## src/rtl/led_color_driver_if.sv

```systemverilog
// rtl/led_color_driver_if.sv - tick/pattern inputs and LED bank outputs of the colour driver
interface led_color_driver_if #(
    parameter int NB_LEDS = 4
);
    logic               i_valid;
    logic [NB_LEDS-1:0] i_data;
    logic               i_enable;
    logic [1:0]         i_bright;
    logic [NB_LEDS-1:0] o_led;
    logic [NB_LEDS-1:0] o_ledR;
    logic [NB_LEDS-1:0] o_ledG;

    modport master (
        output i_valid, i_data, i_enable, i_bright,
        input  o_led, o_ledR, o_ledG
    );

    modport slave (
        input  i_valid, i_data, i_enable, i_bright,
        output o_led, o_ledR, o_ledG
    );
endinterface

```

## src/rtl/led_color_driver.sv

```systemverilog
// rtl/led_color_driver.sv - pattern latch, colour rotation FSM and PWM dimming for the LED banks
module led_color_driver #(
    parameter int NB_LEDS         = 4,
    parameter int NB_PWM          = 8,
    parameter int TICKS_PER_COLOR = 8
) (
    input  logic                      clk,
    input  logic                      i_rst,
    led_color_driver_if.slave         bus
);
    localparam int TW = (TICKS_PER_COLOR > 1) ? $clog2(TICKS_PER_COLOR) : 1;
    localparam logic [TW-1:0]     TICK_LAST = TW'(TICKS_PER_COLOR - 1);
    localparam logic [NB_PWM:0]   PERIOD    = (NB_PWM + 1)'(1) << NB_PWM;

    typedef enum logic [1:0] {
        RED    = 2'b00,
        GREEN  = 2'b01,
        YELLOW = 2'b10
    } color_e;

    logic [NB_LEDS-1:0] pat_q, pat_d;
    logic [TW-1:0]      tick_q, tick_d;
    color_e             color_q, color_d;
    logic [NB_PWM-1:0]  pwm_q, pwm_d;
    logic [1:0]         thr_q, thr_d;
    logic [NB_LEDS-1:0] led_q, led_r_q, led_g_q;
    logic [NB_PWM:0]    thr_val;
    logic               accept, wrap, pwm_on, red_en, green_en;

    assign accept = bus.i_valid & bus.i_enable;
    assign wrap   = accept && (tick_q == TICK_LAST);

    always_comb begin
        pat_d  = accept ? bus.i_data : pat_q;
        tick_d = tick_q;
        if (accept) tick_d = wrap ? '0 : tick_q + TW'(1);
        pwm_d  = pwm_q + NB_PWM'(1);
        // threshold only changes on the last cycle of a period so each period has one duty
        thr_d  = (&pwm_q) ? bus.i_bright : thr_q;
    end

    always_comb begin
        case (thr_q)
            2'b00:   thr_val = PERIOD >> 3;
            2'b01:   thr_val = PERIOD >> 2;
            2'b10:   thr_val = PERIOD >> 1;
            default: thr_val = PERIOD;
        endcase
        pwm_on = ({1'b0, pwm_q} < thr_val);
    end

    // Colour FSM: state register
    always_ff @(posedge clk or negedge i_rst) begin
        if (!i_rst) color_q <= RED;
        else        color_q <= color_d;
    end

    // Colour FSM: next state, stray encodings fall back to RED
    always_comb begin
        color_d = color_q;
        case (color_q)
            RED:     if (wrap) color_d = GREEN;
            GREEN:   if (wrap) color_d = YELLOW;
            YELLOW:  if (wrap) color_d = RED;
            default: color_d = RED;
        endcase
    end

    // Colour FSM: channel enables
    always_comb begin
        red_en   = 1'b0;
        green_en = 1'b0;
        case (color_q)
            RED:     red_en = 1'b1;
            GREEN:   green_en = 1'b1;
            YELLOW:  begin red_en = 1'b1; green_en = 1'b1; end
            default: begin red_en = 1'b0; green_en = 1'b0; end
        endcase
    end

    always_ff @(posedge clk or negedge i_rst) begin
        if (!i_rst) begin
            pat_q   <= '0;
            tick_q  <= '0;
            pwm_q   <= '0;
            thr_q   <= 2'b00;
            led_q   <= '0;
            led_r_q <= '0;
            led_g_q <= '0;
        end else begin
            pat_q   <= pat_d;
            tick_q  <= tick_d;
            pwm_q   <= pwm_d;
            thr_q   <= thr_d;
            led_q   <= pat_q;
            led_r_q <= pat_q & {NB_LEDS{red_en & pwm_on}};
            led_g_q <= pat_q & {NB_LEDS{green_en & pwm_on}};
        end
    end

    assign bus.o_led  = led_q;
    assign bus.o_ledR = led_r_q;
    assign bus.o_ledG = led_g_q;
endmodule

```

## src/flat_wrapper.sv

```systemverilog
// flat-port wrapper written by rule: the top's interface ports become plain ports
module led_color_driver_flat 
#(
    parameter int NB_LEDS         = 4,
    parameter int NB_PWM          = 8,
    parameter int TICKS_PER_COLOR = 8
)
  (clk, i_rst, bus_i_valid, bus_i_data, bus_i_enable, bus_i_bright, bus_o_led, bus_o_ledR, bus_o_ledG);
  led_color_driver_if #(.NB_LEDS(NB_LEDS)) bus_i ();
  input  logic clk;
  input  logic i_rst;
  input wire logic [$bits(bus_i.i_valid)-1:0] bus_i_valid;
  input wire logic [$bits(bus_i.i_data)-1:0] bus_i_data;
  input wire logic [$bits(bus_i.i_enable)-1:0] bus_i_enable;
  input wire logic [$bits(bus_i.i_bright)-1:0] bus_i_bright;
  output wire logic [$bits(bus_i.o_led)-1:0] bus_o_led;
  output wire logic [$bits(bus_i.o_ledR)-1:0] bus_o_ledR;
  output wire logic [$bits(bus_i.o_ledG)-1:0] bus_o_ledG;
  assign bus_i.i_valid = bus_i_valid;
  assign bus_i.i_data = bus_i_data;
  assign bus_i.i_enable = bus_i_enable;
  assign bus_i.i_bright = bus_i_bright;
  assign bus_o_led = bus_i.o_led;
  assign bus_o_ledR = bus_i.o_ledR;
  assign bus_o_ledG = bus_i.o_ledG;
  led_color_driver #(.NB_LEDS(NB_LEDS), .NB_PWM(NB_PWM), .TICKS_PER_COLOR(TICKS_PER_COLOR)) u_core (.clk(clk), .i_rst(i_rst), .bus(bus_i));
endmodule
```

## config.mk

```make
export PLATFORM = sky130hd
export DESIGN_NAME = led_color_driver_flat
export DESIGN_NICKNAME = d
export VERILOG_FILES = /design/src/rtl/led_color_driver_if.sv /design/src/rtl/led_color_driver.sv /design/src/flat_wrapper.sv
export SDC_FILE = /design/constraint.sdc
export NUM_CORES = 1
export LEC_CHECK = 0
export ABC_AREA = 1
export BUFFER_PORTS_ARGS = -buffer_cell sky130_fd_sc_hd__buf_2
export CORE_UTILIZATION = 53
export DETAILED_ROUTE_END_ITERATION = 8
export PLACE_DENSITY = 0.76
export RECOVER_POWER = 50
export SLEW_MARGIN = 20
export SYNTH_ARGS = -nofsm -noshare
export SYNTH_HDL_FRONTEND = slang
export SYNTH_SLANG_ARGS = --single-unit
```

## constraint.sdc

```tcl
create_clock -name clk -period 1.85 [get_ports clk]
set_clock_uncertainty 0.05 [all_clocks]
set_input_delay 0.2775 -clock clk [delete_from_list [all_inputs] [get_ports clk]]
set_output_delay 0.2775 -clock clk [all_outputs]
set_load 0.05 [all_outputs]
```

==> results of run 1 <==
[synth_stat cells, types with 2 or more instances]
cell and n:
ha_1 10, dfrtp_1 31, nand2_1 20, xnor2_1 2, a21oi_1 2, xor2_1 4, o21ai_0 8, nor2_1 12
nand3_1 3, inv_1 14, nand3_2 2
[routing by layer]
metal / up-vias / part of all wire / track usage
met5: - / 0 / 0
met4: 0 / 0.011 / 0.111
met3: 4 / 0.057 / 0.0833
met2: 26 / 0.50 / 0.305
met1: 403 / 0.43 / 0.254
li1: 416 / - / -
[sequential cells by signal, summed over array words and instances, names as in the netlist]
register / count
u_core.bus.o_led: 4
u_core.pwm_q: 8
u_core.color_q: 2
u_core.thr_q: 2
u_core.pat_q: 4
u_core.bus.o_ledR: 4
u_core.tick_q: 3
u_core.bus.o_ledG: 4
[worst min-delay path by stage]
| stage | cells after the start | start | slack [ns] | endpoint |
|---|---|---|---|---|
| floorplan | 0 | i_rst | -0.07 | u_core.bus.o_ledG[0]$_DFF_PN0_ |
| global placement | 1 | i_rst | 0.28 | u_core.pwm_q[0]$_DFF_PN0_ |
| detailed placement | 1 | i_rst | 0.29 | u_core.bus.o_led[0]$_DFF_PN0_ |
| CTS | 3 | bus_i_data[2] | 0.09 | u_core.pat_q[2]$_DFFE_PN0P_ |
| global route | 3 | bus_i_data[0] | 0.10 | u_core.pat_q[0]$_DFFE_PN0P_ |
| finish | 3 | bus_i_data[2] | 0.11 | u_core.pat_q[2]$_DFFE_PN0P_ |
[worst min-delay path: cells and delay by family]
kind,cells,cell delay (ns)
AO/OA/AOI/OAI,1,0.05
buffers and inverters,1,0.08
AND/OR/NAND/NOR,1,0.04
[power by group]
group | internal, W | total (W) | switching (W)
sequential | 0.000785 | 0.000836 | 0.0000515
combinational | 0.000157 | 0.000542 | 0.000385
clock | 0.000223 | 0.000440 | 0.000217
total | 0.00116 | 0.00182 | 0.000654
[cell type report]
cell class / instances / area (um2) / share of cell area
inverter: 14 / 52.6 / 0.0353
tap: 28 / 35.0 / 0.0235
sequential: 31 / 776 / 0.521
clock buffer: 8 / 68.8 / 0.0463
timing repair buffer: 22 / 115 / 0.0774
multi-input combinational: 70 / 440 / 0.296
[cells by family after synthesis]
group           count (synthesis)  synth area share
compound gates                 14            0.0648
flops                          31             0.609
simple gates                   40             0.141
xor+xnor                        6            0.0413
fa+ha+maj                      10            0.0982
buf+inv                        15            0.0452
[through the flow]
step                cell area, um2  worst slack [ns]  power [W]
finish                        1490             0.388    0.00182
global route                  1490             0.201    0.00194
CTS                           1490             0.395    0.00184
detailed placement            1410             0.408    0.00139
global placement              1410             0.447    0.00135
floorplan                     1270             0.530    0.00124
[timing repair]
action                    4_1_cts  5_1_grt
hold endpoints to repair       31        0
hold buffers                    1        0
buffers inserted                0        0
==> results.toml, run 1 <==
[worst_setup_path]
path_common_cell = "nand2_1"
path_depth = 7
crit_family = "flip-flops"
worstSetupEndpointType = "flop"
start_kind = "flop"
arrival_ns = 1.62
path_class = "reg -> reg"
rrSetupSlack_ns = 0.39
cp-endpoint = "u_core.bus.o_ledG[3]$_DFF_PN0_"
critPathSlowestCell = "dfrtp_1"
crit_required_ns = 2.00
startpoint = "u_core.thr_q[0]$_DFFE_PN0P_"
r2r_end = "u_core.bus.o_ledG[3]$_DFF_PN0_"
crit_chain = "inv_1, nand2_1, ha_1, a21boi_0, nand2_1, nand3_1, nor2_1"
r2r_start = "u_core.thr_q[0]$_DFFE_PN0P_"
path_max_fanout = 4
crit_buf_inv = 1
reg2reg_depth = 7
critPathMaxStageDelay_ns = 0.41

[logic_synthesis]
synth.area.top_cells = "dfrtp_1, ha_1, nand2_1"
async_flop_share = 1.00
synth.top_cell.area_share = 0.609
syn_area_um2 = 1270
syn_avg_cell_area_um2 = 11.0
synth_seq_cells = 31
synth-edff-count = 0
ys.flop_type = "dfrtp_1"
synth_top_area_cell = "dfrtp_1"
syn_inst = 116
synthesis.nets = 136
yosysSeqAreaShare = 0.609
ys_types = 19
ys_warn_count = 0

[sta]
slew_headroom = 0.515
setup_viol = 0
final_max_slew_viol_count = 0
max_freq_ghz = 0.684
final.min_clock_period_ns = 1.46
rsz0062_at_grt = "false"
tightest_slew_ns = 0.728
hold_viol = 0
fin_crit_sh = 0.790
setup_tns_ns = 0
holdWs_ns = 0.108

[floorplanning]
die_area_um2 = 2600
core_area_um2 = 2230
die_w_um = 51.0
die_h_um = 51.0
initial_core_util = 0.570
ios = 22
rows = 17

[grt]
antenna_found_initial = 0
grt_overflow = 0
grt_pass1_wl_mm = 3.70
grt_pass1_vias = 851
grt_start_max_net_pins = 32
track_usage = 0.205

[placement]
place.port_buffers = 21
placed_cells = 164
place.detailed.hpwl_mm = 1.50
place_congestion = 0.709

[clock_network]
cts_sinks = 31
ctsResizeCount = 0
cts_tree = "built"
clk-insertion-delay-late_ns = 0.32
h-tree-depth = 2
ctsLongestPathBuffers = 2
cts_root_buffer = "clkbuf_4"
clkTransAtPathRegs_ns = 0.09
cts_inserted_buffers = 5

[final_layout]
fillerInstances = 178
layout_common_cells = "dfrtp_1, nand2_1, buf_2, inv_1, nor2_1"
final_util = 0.666
syn2layout_area_growth_pct = 16.8
fin_nets = 164
drive_gt1_frac = 0.228
final_common_cell = "dfrtp_1"
diodes = 0
fin_cells = 173

[worst_hold_path]
worstHoldPathType = "in -> reg"

[route]
firstDrtPassIters = 4
ant_nets = 0
drc_errors = 0
routed_wl_mm = 2.06
wl_per_cell_um = 11.9
drt_iter0_drc = 12
avgViaCountPerCell = 4.91
vias = 849

[pwr]
p_leak_nw = 0.801
power_density_nw_per_um2 = 1220
ir_drop_mv = 0.786

[run]
cap_viol_max_count = 0

[outcome]
outcome = "complete, no violations"
(Power assumes the default switching activity.)
==> inputs of run 2 (changes only) <==
==> constraint.sdc (replaced) <==
create_clock -name clk -period 1.4 [get_ports clk]
set_clock_uncertainty 0.05 [all_clocks]
set_input_delay 0.21 -clock clk [delete_from_list [all_inputs] [get_ports clk]]
set_output_delay 0.21 -clock clk [all_outputs]
set_load 0.05 [all_outputs]
==> run 2 against run 1 <==
Effect of this change:
- the run now ends with negative setup slack left
- core utilization grew 3.8 points
- register-to-register slack lost 0.42 ns
- maximum frequency grew 2.4%
- via count grew 3.1%
- power grew 35%
- die area is the same
- worst hold slack lost 0.070 ns
- cell area grew 5.7%
- wire length shrank 1.8%
- non-clock buffer count grew 8
- largest cell class unchanged
- highest routed layer unchanged
==> results.toml, run 2 (same netlist as run 1, synthesis figures left out) <==
[clock_network]
clk-insertion-delay-late_ns = 0.33
ctsLongestPathBuffers = 2
clkTransAtPathRegs_ns = 0.09
cts_inserted_buffers = 5
h-tree-depth = 2
cts_sinks = 31
cts_tree = "built"
cts_root_buffer = "clkbuf_4"

[sta]
finalWorstSetupSlack_ns = -0.0280
tightest_slew_ns = 0.725
fin_crit_sh = 1.02
setup_viol = 6
final_max_slew_viol_count = 0
max_freq_ghz = 0.700
holdWs_ns = 0.0384
hold_viol = 0
rsz0062_at_grt = "true"
setup_tns_ns = -0.125
final.min_clock_period_ns = 1.43
slew_headroom = 0.517

[pwr]
combPwrFrac = 0.358
power_frac_seq = 0.448
p_leak_nw = 0.834
swShare = 0.370
pwr-share-clk = 0.194
intPower_w = 0.00155
power_density_nw_per_um2 = 1560
ir_drop_mv = 1.09
p_sw_w = 0.000910

[grt]
antenna_found_initial = 0
grt_overflow = 0
track_usage = 0.189
grt_pass1_wl_mm = 3.37
grt_start_max_net_pins = 32
grt_pass1_vias = 787

[worst_hold_path]
worstHoldPathType = "in -> reg"

[worst_setup_path]
path_class = "reg -> reg"
arrival_ns = 1.64
crit_required_ns = 1.61
worstSetupEndpointType = "flop"
path_max_fanout = 4
start_kind = "flop"

[floorplanning]
die_area_um2 = 2600
initial_core_util = 0.570
rows = 17
die_w_um = 51.0
ios = 22
die_h_um = 51.0
core_area_um2 = 2230

[placement]
place.detailed.hpwl_mm = 1.47
place.port_buffers = 21
place_congestion = 0.720
place_ws_ns = -0.0248
placed_cells = 169

[route]
routed_wl_mm = 2.02
wl_per_cell_um = 11.2
ant_nets = 0
vias = 875
avgViaCountPerCell = 4.83
drt_iter0_drc = 18
firstDrtPassIters = 4
drc_errors = 0

[final_layout]
final_util = 0.704
fin_cells = 181
final_common_cell = "dfrtp_1"
diodes = 0
fin_nets = 172
syn2layout_area_growth_pct = 23.5
fillerInstances = 166
largest_register_ffs = 8
regArea_um2 = 776
layout_common_cells = "dfrtp_1, buf_2, nand2_1, inv_1, ha_1"
multi_input_area_um2 = 484
drive_gt1_frac = 0.340
top_register = "u_core.pwm_q"

[outcome]
outcome = "finished, violations left"
violations = "negative setup slack"

[run]
cap_viol_max_count = 0
run 2: cell count changes in the layout (fill, tap and decap cells not counted), sizes merged:
cell    delta
buf        +8
clkbuf     -1
clkinv     +1
run 2: area by class of cell:
| class | count | share of cell area |
|---|---|---|
| clock inverters | 1 | 0.00318 |
| multi-input cells | 70 | 0.308 |
| well taps | 28 | 0.0223 |
| flip-flops and latches | 31 | 0.493 |
| clock buffers | 7 | 0.0286 |
| repair buffers | 30 | 0.111 |
| inverters | 14 | 0.0334 |
run 2: power groups by stage:
stage | combinational [W] | clock, W | sequential (W)
after floorplan | 0.000295 | 0 | 0.00135
after global placement | 0.000718 | 0 | 0.00111
after detailed placement | 0.000749 | 0 | 0.00112
after CTS | 0.000772 | 0.000494 | 0.00110
after global routing | 0.000970 | 0.000535 | 0.00112
final | 0.000881 | 0.000477 | 0.00110
run 2: path summary, 6_finish.rpt:
kind | startpoint | end | slack [ns] | depth (start not counted)
setup / recovery | u_core.thr_q[1]$_DFFE_PN0P_ | u_core.bus.o_ledR[2]$_DFF_PN0_ | -0.03 | 6
hold / removal | bus_i_data[3] | u_core.pat_q[3]$_DFFE_PN0P_ | 0.04 | 3
setup reg to reg | u_core.thr_q[1]$_DFFE_PN0P_ | u_core.bus.o_ledR[2]$_DFF_PN0_ | -0.03 | 6
hold reg to reg | u_core.pat_q[3]$_DFFE_PN0P_ | u_core.bus.o_led[3]$_DFF_PN0_ | 0.33 | 0
max in group asynchronous | i_rst | u_core.bus.o_led[2]$_DFF_PN0_ | 0.43 | 2
min in group asynchronous | i_rst | u_core.pwm_q[1]$_DFF_PN0_ | 0.41 | 2
run 2: critical path: stages, from the launching register on:
cell     delay, ns
dfrtp_1       0.44
inv_2         0.05
buf_4         0.13
buf_4         0.13
o21ai_1       0.29
nand3_2       0.16
nor2_1        0.11
run 2: stage by stage:
step / total power, W / area (um2)
after global placement: 0.00182 / 1450
after CTS: 0.00236 / 1520
after floorplan: 0.00164 / 1270
after detailed placement: 0.00186 / 1450
final: 0.00246 / 1570
after global routing: 0.00262 / 1570
run 2: timing repair:
item,4_1_cts,5_1_grt
setup buffers,0,3
gates resized for setup,3,14
pin swaps,0,3
hold endpoints to repair,31,0
endpoints found under the setup margin,8,10
hold buffers,1,0
run 2: per-layer routing:
layer / wire, um / part of all wire / vias up / GRT usage
li1: - / - / 434 / -
met1: 858 / 0.42 / 409 / 0.221
met2: 975 / 0.48 / 24 / 0.281
met3: 117 / 0.058 / 8 / 0.0625
met4: 68 / 0.034 / 0 / 0.153
met5: 0 / 0 / - / 0
==> inputs of run 3 (changes only) <==
--- a/config.mk
+++ b/config.mk
@@ -9,9 +9,10 @@
 export BUFFER_PORTS_ARGS = -buffer_cell sky130_fd_sc_hd__buf_2
 export CORE_UTILIZATION = 53
 export DETAILED_ROUTE_END_ITERATION = 8
+export HOLD_SLACK_MARGIN = 0.05
+export MAX_ROUTING_LAYER = met4
 export PLACE_DENSITY = 0.76
 export RECOVER_POWER = 50
-export SLEW_MARGIN = 20
 export SYNTH_ARGS = -nofsm -noshare
 export SYNTH_HDL_FRONTEND = slang
 export SYNTH_SLANG_ARGS = --single-unit
==> run 3 against run 2 <==
Effect of this change:
- the flow still finishes with violations (negative setup slack)
- non-clock buffer count up 4
- clock-buffer cell count unchanged
- clock power about the same
- sequential share of layout area fell by 1.2 points
- maximum frequency is 0.38% higher
- combinational power grew 1%
- power up 0.27%
- core utilization increased by 1.8 points
- via count rose by 1.9%
- critical endpoint unchanged
- highest routed layer unchanged
==> results.toml, run 3 (same netlist as run 1, synthesis figures left out) <==
[worst_setup_path]
worstSetupEndpointType = "flop"
critPathMaxStageDelay_ns = 0.45
r2r_end = "u_core.bus.o_ledR[2]$_DFF_PN0_"
reg2reg_depth = 6
critPathSlowestCell = "dfrtp_1"
rrSetupSlack_ns = -0.02
path_class = "reg -> reg"
arrival_ns = 1.63
crit_required_ns = 1.61
path_max_fanout = 4
crit_chain = "inv_2, buf_4, buf_4, o21ai_1, nand3_2, nor2_1"
path_common_cell = "buf_4"
crit_buf_inv = 3
crit_family = "flip-flops"
start_kind = "flop"
r2r_start = "u_core.thr_q[1]$_DFFE_PN0P_"

[sta]
setup_viol = 6
max_freq_ghz = 0.703
final.min_clock_period_ns = 1.42
finalWorstSetupSlack_ns = -0.0227
slew_headroom = 0.512
hold_viol = 0
tightest_slew_ns = 0.733
fin_crit_sh = 1.02
rsz0062_at_grt = "true"
final_max_slew_viol_count = 0

[route]
drc_errors = 0
drt_iter0_drc = 17
routed_wl_mm = 2.05
ant_nets = 0
firstDrtPassIters = 4
vias = 892
avgViaCountPerCell = 4.82
wl_per_cell_um = 11.1

[run]
cap_viol_max_count = 0

[worst_hold_path]
min_from = "bus_i_bright[1]"
hold_path_depth = 3
worstHoldPathType = "in -> reg"
hold_end = "u_core.thr_q[1]$_DFFE_PN0P_"

[grt]
grt_start_max_net_pins = 32
antenna_found_initial = 0
grt_pass1_vias = 803
grt_pass1_wl_mm = 3.46
grt_overflow = 0
track_usage = 0.199

[floorplanning]
rows = 17
die_w_um = 51.0
initial_core_util = 0.570
core_area_um2 = 2230
die_area_um2 = 2600
die_h_um = 51.0
ios = 22

[placement]
place_congestion = 0.728
place_ws_ns = -0.0248
place.port_buffers = 21
place.detailed.hpwl_mm = 1.47
placed_cells = 169

[outcome]
outcome = "finished, violations left"
violations = "negative setup slack"

[clock_network]
clkTransAtPathRegs_ns = 0.09
clk-insertion-delay-late_ns = 0.32
h-tree-depth = 2
cts_inserted_buffers = 5
cts_sinks = 31
cts_tree = "built"
ctsLongestPathBuffers = 2
cts_root_buffer = "clkbuf_4"

[final_layout]
fin_nets = 176
top_register = "u_core.pwm_q"
drive_gt1_frac = 0.331
syn2layout_area_growth_pct = 26.6
fillerInstances = 159
largest_register_ffs = 8
fin_cells = 185
layout_common_cells = "dfrtp_1, buf_2, nand2_1, inv_1, ha_1"
diodes = 0
final_common_cell = "dfrtp_1"

[pwr]
p_leak_nw = 0.851
power_w = 0.00246
power_density_nw_per_um2 = 1530
ir_drop_mv = 1.17
==> run 3: changes by cell type in the layout (fill, tap and decap cells not counted), sizes merged <==
cell         before  now
dlygate4sd3       1    5
==> run 3: routing by layer <==
layer | GRT usage | share of wire | up-vias
met2 | 0.292 | 0.47 | 26
met1 | 0.227 | 0.45 | 421
met3 | 0.0625 | 0.067 | 2
met4 | 0.153 | 0.012 | 0
li1 | - | - | 443
met5 | - | 0 | -
==> run 3: worst register-to-register path: stages (launching register included) <==
cell and delay, ns:
dfrtp_1 0.45, inv_2 0.06, buf_4 0.13, buf_4 0.13, o21ai_1 0.27, nand3_2 0.16
nor2_1 0.11
==> run 3: worst max path at each step <==
stage	endpoint	startpoint	depth (start not counted)	slack [ns]
floorplan	u_core.bus.o_ledR[0]$_DFF_PN0_	u_core.thr_q[0]$_DFFE_PN0P_	7	0.08
global placement	u_core.bus.o_ledG[1]$_DFF_PN0_	u_core.thr_q[0]$_DFFE_PN0P_	7	0.03
detailed placement	u_core.bus.o_ledG[1]$_DFF_PN0_	u_core.thr_q[0]$_DFFE_PN0P_	7	-0.02
CTS	u_core.color_q[0]$_DFFE_PN0P_	u_core.color_q[0]$_DFFE_PN0P_	5	0.002
global route	u_core.bus.o_ledR[3]$_DFF_PN0_	u_core.thr_q[1]$_DFFE_PN0P_	8	-0.10
finish	u_core.bus.o_ledR[2]$_DFF_PN0_	u_core.thr_q[1]$_DFFE_PN0P_	6	-0.02
==> run 3: area by class of cell <==
cell class	count	area, um2	share of cell area
inverter	14	52.6	0.0326
sequential	31	776	0.481
clock inverter	1	5.00	0.00310
tap	28	35.0	0.0217
multi-input combinational	70	484	0.300
clock buffer	7	45.0	0.0279
timing repair buffer	34	215	0.133
==> run 3: per-stage QoR <==
step           cell area [um2]  setup TNS, ns  hold slack, ns  utilization
5_1_grt                   1610         -0.728          0.0773        0.722
3_5_place_dp              1450        -0.0798           0.228        0.648
2_1_floorplan             1270              0          -0.136            -
4_1_cts                   1550              0          0.0551        0.692
6_report                  1610         -0.108          0.0729        0.722
3_3_place_gp              1450              0           0.217        0.648
==> run 3: power by group <==
| group | switching (W) | internal, W | total, W |
|---|---|---|---|
| Combinational | 0.000567 | 0.000323 | 0.000890 |
| Sequential | 0.0000636 | 0.00104 | 0.00110 |
| Clock | 0.000278 | 0.000195 | 0.000474 |
| Total | 0.000909 | 0.00156 | 0.00246 |
==> run 3: timing repair <==
action                                 CTS  global route
setup buffers                            0             3
gates resized for setup                  3            14
pin swaps                                0             3
setup endpoints to repair                8            10
endpoints found under the hold margin   34             1
hold buffers                             4             1
